$ cat config.mk
export PLATFORM = sky130hd
export DESIGN_NAME = jump_target_unit_flat
export DESIGN_NICKNAME = d
export VERILOG_FILES = /design/src/rtl/jump_pkg.sv /design/src/rtl/jump_target_unit_if.sv /design/src/rtl/ras_stack.sv /design/src/rtl/jump_target_unit.sv /design/src/flat_wrapper.sv
export SDC_FILE = /design/constraint.sdc
export NUM_CORES = 1
export LEC_CHECK = 0
export CORE_UTILIZATION = 40
export CTS_BUF_LIST = sky130_fd_sc_hd__clkbuf_2 sky130_fd_sc_hd__clkbuf_4 sky130_fd_sc_hd__clkbuf_8
export CTS_CLUSTER_DIAMETER = 50
export CTS_CLUSTER_SIZE = 12
export DETAILED_ROUTE_END_ITERATION = 12
export GPL_ROUTABILITY_DRIVEN = 0
export GPL_TIMING_DRIVEN = 0
export SLEW_MARGIN = 20
export SYNTH_ARGS = -nofsm -noshare
export SYNTH_HDL_FRONTEND = slang
export SYNTH_SLANG_ARGS = --single-unit
$ cat constraint.sdc
create_clock -name Clk -period 4.37 [get_ports Clk]
set_input_delay 0.874 -clock Clk [delete_from_list [all_inputs] [get_ports Clk]]
set_output_delay 0.874 -clock Clk [all_outputs]
set_load 0.005 [all_outputs]
$ cat src/rtl/jump_pkg.sv
// Shared definitions for the ID-stage jump target unit: JumpType encodings.
package jump_pkg;

  localparam logic [1:0] JT_NONE = 2'b00;
  localparam logic [1:0] JT_J    = 2'b01;
  localparam logic [1:0] JT_JAL  = 2'b10;
  localparam logic [1:0] JT_JR   = 2'b11;

endpackage : jump_pkg

$ cat src/rtl/jump_target_unit_if.sv
// ID-stage decode bus into the jump target unit and its registered results back out.
interface jump_target_unit_if #(
  parameter int ADDR_WIDTH = 32,
  parameter int IDX_WIDTH  = 26
);

  logic                  Stall;
  logic                  Flush;
  logic                  Valid_in;
  logic [1:0]            JumpType;
  logic [ADDR_WIDTH-1:0] PCAddResult;
  logic [IDX_WIDTH-1:0]  Instruction_idx;
  logic [ADDR_WIDTH-1:0] RegRs;

  logic [ADDR_WIDTH-1:0] Address;
  logic                  Redirect;
  logic                  RASMispredict;
  logic                  RASEmpty;
  logic                  RASOverflow;

  // Decode side drives the request and consumes the redirect.
  modport master (
    output Stall, Flush, Valid_in, JumpType, PCAddResult, Instruction_idx, RegRs,
    input  Address, Redirect, RASMispredict, RASEmpty, RASOverflow
  );

  modport slave (
    input  Stall, Flush, Valid_in, JumpType, PCAddResult, Instruction_idx, RegRs,
    output Address, Redirect, RASMispredict, RASEmpty, RASOverflow
  );

endinterface : jump_target_unit_if

$ cat src/rtl/ras_stack.sv
// Circular return-address stack with a saturating occupancy count; the oldest
// entry is silently overwritten when a push arrives while full.
module ras_stack #(
  parameter int RAS_DEPTH  = 4,
  parameter int ADDR_WIDTH = 32
) (
  input  logic                  clk,
  input  logic                  rst_n,
  input  logic                  push,
  input  logic                  pop,
  input  logic [ADDR_WIDTH-1:0] push_data,
  output logic [ADDR_WIDTH-1:0] top_data,
  output logic                  empty,
  output logic                  full
);

  localparam int PTR_W = $clog2(RAS_DEPTH);
  localparam int CNT_W = $clog2(RAS_DEPTH + 1);

  if (RAS_DEPTH < 2 || (RAS_DEPTH & (RAS_DEPTH - 1)) != 0) begin : g_bad_depth
    $error("ras_stack: RAS_DEPTH must be a power of two and >= 2");
  end

  logic [PTR_W-1:0]      ptr_q, ptr_d;
  logic [CNT_W-1:0]      count_q, count_d;
  logic [ADDR_WIDTH-1:0] entries_q [RAS_DEPTH];

  assign empty    = (count_q == '0);
  assign full     = (count_q == CNT_W'(RAS_DEPTH));
  assign top_data = entries_q[ptr_q];

  // Pointer arithmetic wraps naturally because the depth is a power of two.
  always_comb begin
    ptr_d   = ptr_q;
    count_d = count_q;
    if (push) begin
      ptr_d = ptr_q + 1'b1;
      if (!full) count_d = count_q + 1'b1;
    end else if (pop && !empty) begin
      ptr_d   = ptr_q - 1'b1;
      count_d = count_q - 1'b1;
    end
  end

  // NOTE: sequential state uses non-blocking assignments so every flop samples pre-edge values.
  always_ff @(posedge clk or negedge rst_n) begin
    if (!rst_n) begin
      ptr_q   <= '0;
      count_q <= '0;
    end else begin
      ptr_q   <= ptr_d;
      count_q <= count_d;
    end
  end

  // NOTE: entry storage is deliberately not reset; count gates every read, so contents are don't-care.
  always_ff @(posedge clk) begin
    if (push) entries_q[ptr_d] <= push_data;
  end

endmodule : ras_stack

$ cat src/rtl/jump_target_unit.sv
// Registered J/JAL/JR target generator for the ID stage, with a return-address
// stack that checks each JR against the most recent JAL link address.
module jump_target_unit
  import jump_pkg::*;
#(
  parameter int ADDR_WIDTH = 32,
  parameter int IDX_WIDTH  = 26,
  parameter int RAS_DEPTH  = 4
) (
  input  logic            Clk,
  input  logic            Reset,
  jump_target_unit_if.slave jt
);

  if (ADDR_WIDTH < IDX_WIDTH + 2) begin : g_bad_width
    $error("jump_target_unit: ADDR_WIDTH must be >= IDX_WIDTH+2");
  end

  logic                  accept;
  logic                  is_jal;
  logic                  is_jr;
  logic                  ras_push;
  logic                  ras_pop;
  logic                  ras_empty;
  logic                  ras_full;
  logic [ADDR_WIDTH-1:0] ras_top;
  logic [ADDR_WIDTH-1:0] j_target;

  logic [ADDR_WIDTH-1:0] address_q, address_d;
  logic                  redirect_q, redirect_d;
  logic                  mispredict_q, mispredict_d;
  logic                  overflow_q, overflow_d;

  // Stall gates accept, so a stalled jump never touches the stack either.
  assign accept   = jt.Valid_in & ~jt.Flush & ~jt.Stall & (jt.JumpType != JT_NONE);
  assign is_jal   = (jt.JumpType == JT_JAL);
  assign is_jr    = (jt.JumpType == JT_JR);
  assign ras_push = accept & is_jal;
  assign ras_pop  = accept & is_jr & ~ras_empty;

  if (ADDR_WIDTH > IDX_WIDTH + 2) begin : g_target_upper
    assign j_target = {jt.PCAddResult[ADDR_WIDTH-1:IDX_WIDTH+2], jt.Instruction_idx, 2'b00};
  end else begin : g_target_exact
    assign j_target = {jt.Instruction_idx, 2'b00};
  end

  ras_stack #(
    .RAS_DEPTH (RAS_DEPTH),
    .ADDR_WIDTH(ADDR_WIDTH)
  ) u_ras (
    .clk      (Clk),
    .rst_n    (Reset),
    .push     (ras_push),
    .pop      (ras_pop),
    .push_data(jt.PCAddResult),
    .top_data (ras_top),
    .empty    (ras_empty),
    .full     (ras_full)
  );

  // NOTE: every variable assigned here gets a default first so no latch is inferred.
  always_comb begin
    address_d    = address_q;
    redirect_d   = redirect_q;
    mispredict_d = mispredict_q;
    overflow_d   = overflow_q;
    if (!jt.Stall) begin
      redirect_d   = accept;
      mispredict_d = 1'b0;
      if (accept) address_d = is_jr ? jt.RegRs : j_target;
      // An empty stack has no prediction, which counts as a miss.
      if (accept && is_jr) mispredict_d = ras_empty | (ras_top != jt.RegRs);
      if (ras_push && ras_full) overflow_d = 1'b1;
    end
  end

  always_ff @(posedge Clk or negedge Reset) begin
    if (!Reset) begin
      address_q    <= '0;
      redirect_q   <= 1'b0;
      mispredict_q <= 1'b0;
      overflow_q   <= 1'b0;
    end else begin
      address_q    <= address_d;
      redirect_q   <= redirect_d;
      mispredict_q <= mispredict_d;
      overflow_q   <= overflow_d;
    end
  end

  assign jt.Address       = address_q;
  assign jt.Redirect      = redirect_q;
  assign jt.RASMispredict = mispredict_q;
  assign jt.RASEmpty      = ras_empty;
  assign jt.RASOverflow   = overflow_q;

endmodule : jump_target_unit

$ cat src/flat_wrapper.sv
// flat-port wrapper written by rule: the top's interface ports become plain ports
module jump_target_unit_flat import jump_pkg::*;
#(
  parameter int ADDR_WIDTH = 32,
  parameter int IDX_WIDTH  = 26,
  parameter int RAS_DEPTH  = 4
)
  (Clk, Reset, jt_Stall, jt_Flush, jt_Valid_in, jt_JumpType, jt_PCAddResult, jt_Instruction_idx, jt_RegRs, jt_Address, jt_Redirect, jt_RASMispredict, jt_RASEmpty, jt_RASOverflow);
  jump_target_unit_if #(.ADDR_WIDTH(ADDR_WIDTH), .IDX_WIDTH(IDX_WIDTH)) jt_i ();
  input  logic Clk;
  input  logic Reset;
  input wire logic [$bits(jt_i.Stall)-1:0] jt_Stall;
  input wire logic [$bits(jt_i.Flush)-1:0] jt_Flush;
  input wire logic [$bits(jt_i.Valid_in)-1:0] jt_Valid_in;
  input wire logic [$bits(jt_i.JumpType)-1:0] jt_JumpType;
  input wire logic [$bits(jt_i.PCAddResult)-1:0] jt_PCAddResult;
  input wire logic [$bits(jt_i.Instruction_idx)-1:0] jt_Instruction_idx;
  input wire logic [$bits(jt_i.RegRs)-1:0] jt_RegRs;
  output wire logic [$bits(jt_i.Address)-1:0] jt_Address;
  output wire logic [$bits(jt_i.Redirect)-1:0] jt_Redirect;
  output wire logic [$bits(jt_i.RASMispredict)-1:0] jt_RASMispredict;
  output wire logic [$bits(jt_i.RASEmpty)-1:0] jt_RASEmpty;
  output wire logic [$bits(jt_i.RASOverflow)-1:0] jt_RASOverflow;
  assign jt_i.Stall = jt_Stall;
  assign jt_i.Flush = jt_Flush;
  assign jt_i.Valid_in = jt_Valid_in;
  assign jt_i.JumpType = jt_JumpType;
  assign jt_i.PCAddResult = jt_PCAddResult;
  assign jt_i.Instruction_idx = jt_Instruction_idx;
  assign jt_i.RegRs = jt_RegRs;
  assign jt_Address = jt_i.Address;
  assign jt_Redirect = jt_i.Redirect;
  assign jt_RASMispredict = jt_i.RASMispredict;
  assign jt_RASEmpty = jt_i.RASEmpty;
  assign jt_RASOverflow = jt_i.RASOverflow;
  jump_target_unit #(.ADDR_WIDTH(ADDR_WIDTH), .IDX_WIDTH(IDX_WIDTH), .RAS_DEPTH(RAS_DEPTH)) u_core (.Clk(Clk), .Reset(Reset), .jt(jt_i));
endmodule
==> results of run 1 <==
==> cells in the final DEF (no fill, tap or decap), types with 2 or more instances in the layout <==
cell / instances
sky130_fd_sc_hd__clkdlybuf4s50_1: 131
sky130_fd_sc_hd__edfxtp_1: 128
sky130_fd_sc_hd__mux2i_1: 46
sky130_fd_sc_hd__nand2_1: 40
sky130_fd_sc_hd__dfrtp_1: 40
sky130_fd_sc_hd__o21ai_0: 38
sky130_fd_sc_hd__xnor2_1: 27
sky130_fd_sc_hd__mux4_2: 25
sky130_fd_sc_hd__clkbuf_8: 21
sky130_fd_sc_hd__clkbuf_1: 10
sky130_fd_sc_hd__a21oi_1: 7
sky130_fd_sc_hd__inv_1: 6
sky130_fd_sc_hd__nand4_1: 6
sky130_fd_sc_hd__buf_6: 5
sky130_fd_sc_hd__buf_2: 5
sky130_fd_sc_hd__nor2_1: 5
sky130_fd_sc_hd__clkbuf_4: 4
sky130_fd_sc_hd__nand3_1: 3
sky130_fd_sc_hd__clkinv_2: 3
sky130_fd_sc_hd__buf_16: 3
sky130_fd_sc_hd__buf_4: 2
sky130_fd_sc_hd__and3_2: 2
sky130_fd_sc_hd__a22oi_1: 2
sky130_fd_sc_hd__and3_1: 2
sky130_fd_sc_hd__o2bb2ai_1: 2
sky130_fd_sc_hd__a2111oi_0: 2
sky130_fd_sc_hd__o22ai_1: 2
sky130_fd_sc_hd__a31oi_1: 2
sky130_fd_sc_hd__a22o_1: 2
sky130_fd_sc_hd__clkinvlp_4: 2
==> path summary, 6_finish.rpt <==
check,from,slack [ns],endpoint,cells past startpoint
min in group Clk,u_core.jt.Address[15]$_DFFE_PN0P_,0.48,u_core.jt.Address[15]$_DFFE_PN0P_,2
max in group asynchronous,Reset,3.44,u_core.jt.Address[5]$_DFFE_PN0P_,2
worst min register to register,u_core.jt.Address[15]$_DFFE_PN0P_,0.48,u_core.jt.Address[15]$_DFFE_PN0P_,2
worst max-delay path,jt_Stall,1.15,u_core.u_ras.entries_q[1][15]$_DFFE_PP_,7
worst min-delay path,Reset,0.40,u_core.jt.Address[8]$_DFFE_PN0P_,1
worst max register to register,u_core.u_ras.ptr_q[1]$_DFF_PN0_,1.60,u_core.jt.RASMispredict$_DFFE_PN0N_,7
==> sequential cells by signal (all words and copies together) (netlist names) <==
signal / flops
u_core.jt.Address: 32
u_core.jt.RASOverflow: 1
u_core.u_ras.entries_q: 128
u_core.u_ras.ptr_q: 2
u_core.u_ras.count_q: 3
u_core.jt.Redirect: 1
u_core.jt.RASMispredict: 1
==> through the flow <==
stage / TNS [ns] / total power [mW] / instances / utilization, %
after global placement: -119.49 / 3.117 / 779 / 51.04
after CTS: 0 / 4.211 / 819 / 54.27
after global routing: 0 / 4.374 / 819 / 54.27
after detailed placement: 0 / 3.147 / 787 / 51.96
after floorplan: 0 / 2.657 / 427 / -
final: 0 / 4.161 / 819 / 54.27
==> final cells by class <==
cell class | instances | area [um^2]
inverter | 7 | 26.28
timing repair buffer | 140 | 1460
tap | 220 | 275.3
clock buffer | 25 | 319.1
sequential | 168 | 4845
fill | 1376 | 7664
clock inverter | 7 | 68.82
multi-input combinational | 234 | 2011
buffer | 18 | 91.34
==> power groups by stage <==
stage / logic, mW / registers, mW / clock network [mW]
finish: 1.21 / 1.89 / 1.07
global route: 1.31 / 1.90 / 1.16
CTS: 1.23 / 1.89 / 1.10
detailed placement: 1.23 / 1.92 / 0
global placement: 1.19 / 1.92 / 0
floorplan: 0.746 / 1.91 / 0
==> metal layers <==
layer | up-vias | track usage, %
met5 | - | 0
met4 | 0 | 9.659
met3 | 29 | 4.044
met2 | 142 | 36.61
met1 | 2196 | 25.29
li1 | 1977 | -
==> cells by family after synthesis <==
kind of cell / count (synthesis) / synth area share (%)
AO/OA/AOI/OAI: 67 / 5.754
AND/OR/NAND/NOR: 66 / 4.244
flip-flops: 168 / 69.63
adder cells (fa/ha/maj): 1 / 0.2877
XOR/XNOR: 28 / 3.525
buffers and inverters: 25 / 1.690
multiplexers: 72 / 14.87
==> metrics, run 1 <==
number of nets produced by synthesis around 530; area enclosed by the die boundary between 15000 and 20000 um^2; detailed route wirelength on metal2 about 9300 um; Max FO, Critical Path 8; # resized after CTS 0; library cell occupying the most area in the post-synthesis netlist sky130_fd_sc_hd__edfxtp_1; Mean Syn Cell Area 16.29 um^2; portion of total power attributed to the clock network between 20% and 30%; Critical-path top delay cell sky130_fd_sc_hd__nor3_2; worst slew margin relative to its limit just over 30%; Place WS between 0.6 and 0.7 ns; share of the synthesized area in the top cell type between 50% and 60%; Reg clk slew, reported paths about 0.090 ns; post-route cell area between 9000 and 10000 um^2; number of enable flip-flop cells after synthesis around 130; maximum capacitance violations 0; number of nets with antenna violations after routing 0; wire length per cell 21.59 um; FP Rows 47; RSZ-0062 raised after global routing false; cell types with the highest counts after synthesis sky130_fd_sc_hd__edfxtp_1 (128), sky130_fd_sc_hd__mux2i_1 (46), sky130_fd_sc_hd__dfrtp_1 (40), sky130_fd_sc_hd__nand2_1 (40), sky130_fd_sc_hd__o21ai_0 (38); Final Routed Wirelength 17690 um; kind of launch point of the worst setup path input port; fraction of final layout cells with drive strength greater than 1 13.19%; smallest hold slack just over 0.4 ns; horizontal extent of the die around 130 um; most used standard cell by instance count after synthesis sky130_fd_sc_hd__edfxtp_1; Netlist Area Pre-Place between 6000 and 7000 um^2; global-route wire length before repair approximately 27000 um; CTS H-Tree Depth 4; maximum clock frequency roughly 0.31 GHz; actual slew at the worst max-slew pin ~1.0 ns; sequential fraction of the synthesis area a little over two thirds; initial cell density of the core about two fifths; cell family with the largest share of critical-path delay simple AND/OR/NAND/NOR gates; root cell of the clock tree sky130_fd_sc_hd__clkbuf_8; power share of the combinational group between 20% and 30%; Highest Signal Layer met4; Hold Crit Class in -> async; number of design-rule violations left by the first detailed-router iteration between 200 and 300; dpl cell area just under 9000 um^2; internal power approximately 3 mW; fraction of power consumed by sequential logic approximately 45%; maximum number of pins on one net before global-route repair 24; most frequently used flop master after synthesis sky130_fd_sc_hd__edfxtp_1; Setup violations, final 0; vias post-DR about 4300; diode insertion count for antenna repair 0; number of hold-repair buffers added at the cts stage 0; crit path buf inv count 4; Sw Share between 20% and 30%; cell area power density around 460 nW/um^2; switching power around 1.2 mW; gate count of the mapped netlist around 430; WL met3 slightly below 900 um; # DRC 0; YS warnings 0; maximum resistive drop on vdd roughly 0.00023 V; CTS buffer count 17; CP Data Arrival Time 3.38 ns; setup skew after layout 0.01167 ns; net total in the final layout approximately 680; Period Utilization, post-route around three quarters; standby leakage power ~3.3 nW; Required @ worst endpoint between 4 and 5 ns; initial antenna violation count 0; Worst Slack Setup Final 1.149 ns; hpwl dp around 13000 um; WS Path Type in -> reg; vias in the first global route between 4000 and 5000; total global routing overflow 0; status finished, final reports clean; count of pins on the block boundary between 100 and 150; clock sink total 168; number of max-slew violations in the final report 0; DR pass1 iterations 5; post-synthesis sequential element count between 150 and 200; final hold viol count 0; clock tree from TritonCTS built; average via count per standard cell 5.304; Port-buffer cells between 100 and 150; die height approximately 130 um; total routing resource utilization after global routing 21.05%; top area cells in the synthesized netlist sky130_fd_sc_hd__edfxtp_1 (55%), sky130_fd_sc_hd__dfrtp_1 (14%), sky130_fd_sc_hd__mux4_2 (8.1%); core area ~17000 um^2; detailed-route wire length on metal 1 around 7100 um; Netlist cell types 44; Worst-Skew Late Latency approximately 0.46 ns; Crit path largest cell delay about 0.55 ns; clock period minus worst slack between 3 and 4 ns; type of element capturing the critical path flip-flop; Longest Clk Path Bufs 2; critical-path cell list clkdlybuf4s50_1 -> nor3b_1 -> and3b_1 -> inv_1 -> nor3_2 -> buf_6 -> buf_4; setup bufs post-CTS 0; Post-synth ARST share a little under a quarter; area delta synth->final 30.73%
(Power assumes the default switching activity.)
==> run 2: changes to the inputs <==
clock period = 3.1 ns   (was 4.37 ns; I/O delays follow)
==> run 2 against run 1 <==
Hold slack worse by 0.31 ns. Count of clock-buffer cells in the layout is 1 higher. Total power is 42% higher. Sequential power is 41% higher. Cell area hardly changed. Critical path depth is 1 lower. Register-to-register slack worse by 1.3 ns. Core utilization hardly changed.
==> metrics, run 2 (synthesis gave the netlist of run 1 again) <==
status finished, final reports clean; post-route cell area 9097 um^2 (about the same); total routing resource utilization after global routing 20.81% (-0.24 points); clock period minus worst slack roughly 2.8 ns; cell family with the largest share of critical-path delay simple AND/OR/NAND/NOR gates; Critical-path top delay cell sky130_fd_sc_hd__nor2_4; global-route wire length before repair 26450 um (-0.88%); maximum clock frequency between 0.3 and 0.4 GHz; maximum number of pins on one net before global-route repair 27 (+13%); final hold viol count 0 (unchanged); worst slew margin relative to its limit 25.42% (-5.1 points); net total in the final layout 683 (-0.15%); switching power 1.649 mW (+41%); total global routing overflow 0 (unchanged); type of element capturing the critical path flip-flop; # DRC 0 (unchanged); vias post-DR 4309 (-0.81%); area delta synth->final 30.75% (about the same); average via count per standard cell 5.268 (-0.68%); initial antenna violation count 0 (unchanged); root cell of the clock tree sky130_fd_sc_hd__clkbuf_8; number of max-slew violations in the final report 0 (unchanged); maximum capacitance violations 0 (unchanged); maximum resistive drop on vdd 0.0003945 V (+68%); number of design-rule violations left by the first detailed-router iteration 299 (+2.4%); crit path buf inv count 2 (-2); commonest cells after routing, fill and taps aside sky130_fd_sc_hd__clkdlybuf4s50_1 (131), sky130_fd_sc_hd__edfxtp_1 (128), sky130_fd_sc_hd__mux2i_1 (46); CP Data Arrival Time 2.98 ns (-0.40 ns); die height 133.9 um (unchanged); Required @ worst endpoint 3.25 ns (-1.28 ns); fraction of power consumed by sequential logic 45.2% (about the same); Worst-Skew Late Latency 0.45 ns (about the same); clock sink total 168 (unchanged); Final Routed Wirelength 17700 um (about the same); dpl cell area 8708 um^2 (unchanged); wire length per cell 21.64 um (+0.21%); number of flip-flops under the largest register name 128 (unchanged); RSZ-0062 raised after global routing false; fraction of final layout cells with drive strength greater than 1 13.04% (-0.15 points); horizontal extent of the die 133.9 um (unchanged); standby leakage power 3.349 nW (+0.25%); Setup violations, final 0 (unchanged); kind of launch point of the worst setup path input port; Port-buffer cells 132 (unchanged); CTS H-Tree Depth 4 (unchanged); hpwl dp 12600 um (-0.52%); actual slew at the worst max-slew pin 1.119 ns (+0.07672 ns); setup skew after layout 0.009585 ns (-0.002080 ns); number of nets with antenna violations after routing 0 (unchanged); Crit path largest cell delay 0.60 ns (+0.05 ns); Max FO, Critical Path 19 (+11); WS Path Type in -> reg; Sw Share 27.93% (-0.14 points); DR pass1 iterations 7 (+2); Hold Crit Class in -> async; vias in the first global route 4495 (-2.5%); CTS buffer count 17 (unchanged); core area 16760 um^2 (unchanged); # resized after CTS 0 (unchanged); diode insertion count for antenna repair 0 (unchanged); area enclosed by the die boundary 17930 um^2 (unchanged); most frequent standard cell in the layout excluding fill and tap cells sky130_fd_sc_hd__clkdlybuf4s50_1; Longest Clk Path Bufs 2 (unchanged); internal power 4.257 mW (+42%); FP Rows 47 (unchanged); portion of total power attributed to the clock network 26.0% (+0.3 points); Period Utilization, post-route 91.02%; register with the most flip-flops u_core.u_ras.entries_q; cell area power density 649.2 nW/um^2 (+42%); total design power 5.906 mW (+42%); critical-path cell list clkdlybuf4s50_1 -> nor3b_1 -> and3b_1 -> nand2_1 -> nor2_4 -> buf_16; count of pins on the block boundary 133 (unchanged); fillers 1409 (+2.4%); Reg clk slew, reported paths 0.08 ns (about the same); power share of the combinational group 28.9% (about the same); clock tree from TritonCTS built; initial cell density of the core 41.52% (unchanged)
run 2: final timing paths:
check	startpoint	end	slack (ns)	cells after the start
setup / recovery	jt_Stall	u_core.u_ras.entries_q[2][3]$_DFFE_PP_	0.28	6
hold / removal	Reset	u_core.jt.Address[5]$_DFFE_PN0P_	0.09	1
setup reg to reg	u_core.u_ras.ptr_q[0]$_DFF_PN0_	u_core.u_ras.entries_q[2][3]$_DFFE_PP_	0.34	6
hold reg to reg	u_core.jt.RASOverflow$_DFFE_PN0P_	u_core.jt.RASOverflow$_DFFE_PN0P_	0.48	1
max in group asynchronous	Reset	u_core.jt.Address[7]$_DFFE_PN0P_	2.50	2
min in group Clk	u_core.jt.RASOverflow$_DFFE_PN0P_	u_core.jt.RASOverflow$_DFFE_PN0P_	0.48	1
run 2: through the flow:
step	utilization, %	TNS [ns]	hold WS (ns)	cells	setup WS (ns)
finish	54.28	0	0.09267	818	0.2785
CTS	54.24	0	0.08097	817	0.1149
floorplan	-	0	0.3244	427	0.05362
global route	54.28	0	0.1053	818	0.09733
global placement	51.09	-143.64	0.4653	779	-1.861
detailed placement	51.96	-10.02	0.4691	785	-0.3617
run 2: power groups by stage:
stage | clock [mW] | sequential (mW) | combinational (mW)
after detailed placement | 0 | 2.72 | 1.73
after floorplan | 0 | 2.69 | 1.06
after global routing | 1.64 | 2.69 | 1.84
after global placement | 0 | 2.71 | 1.68
final | 1.53 | 2.67 | 1.70
after CTS | 1.56 | 2.67 | 1.73
run 2: area by class of cell:
type | count | area [um^2] | area share, %
Multi-Input combinational cell | 234 | 2017 | 22.17
Clock buffer | 26 | 301.5 | 3.315
Sequential cell | 168 | 4845 | 53.25
Clock inverter | 6 | 80.08 | 0.8802
Timing Repair Buffer | 139 | 1461 | 16.06
Inverter | 7 | 26.28 | 0.2888
Tap cell | 220 | 275.3 | 3.026
Buffer | 18 | 91.34 | 1.004
run 2: worst register-to-register path: stages (launching register included):
cell	delay, ns
sky130_fd_sc_hd__dfrtp_1	0.58
sky130_fd_sc_hd__buf_6	0.25
sky130_fd_sc_hd__buf_6	0.20
sky130_fd_sc_hd__clkbuf_1	0.39
sky130_fd_sc_hd__nand2_1	0.19
sky130_fd_sc_hd__nor2_4	0.61
sky130_fd_sc_hd__buf_16	0.23
run 2: repair_timing:
item	4_1_cts	5_1_grt
buffers inserted	0	1
setup endpoints to repair	0	12
hold buffers	0	0
run 2: per-layer routing:
metal / track usage [%] / part of all wire, % / wire length, um / up-vias
li1: - / - / - / 1963
met1: 26.32 / 41 / 7293 / 2174
met2: 34.72 / 51 / 9058 / 151
met3: 4.346 / 5.4 / 952 / 21
met4: 8.902 / 2.2 / 397 / 0
met5: 0 / 0 / 0 / -
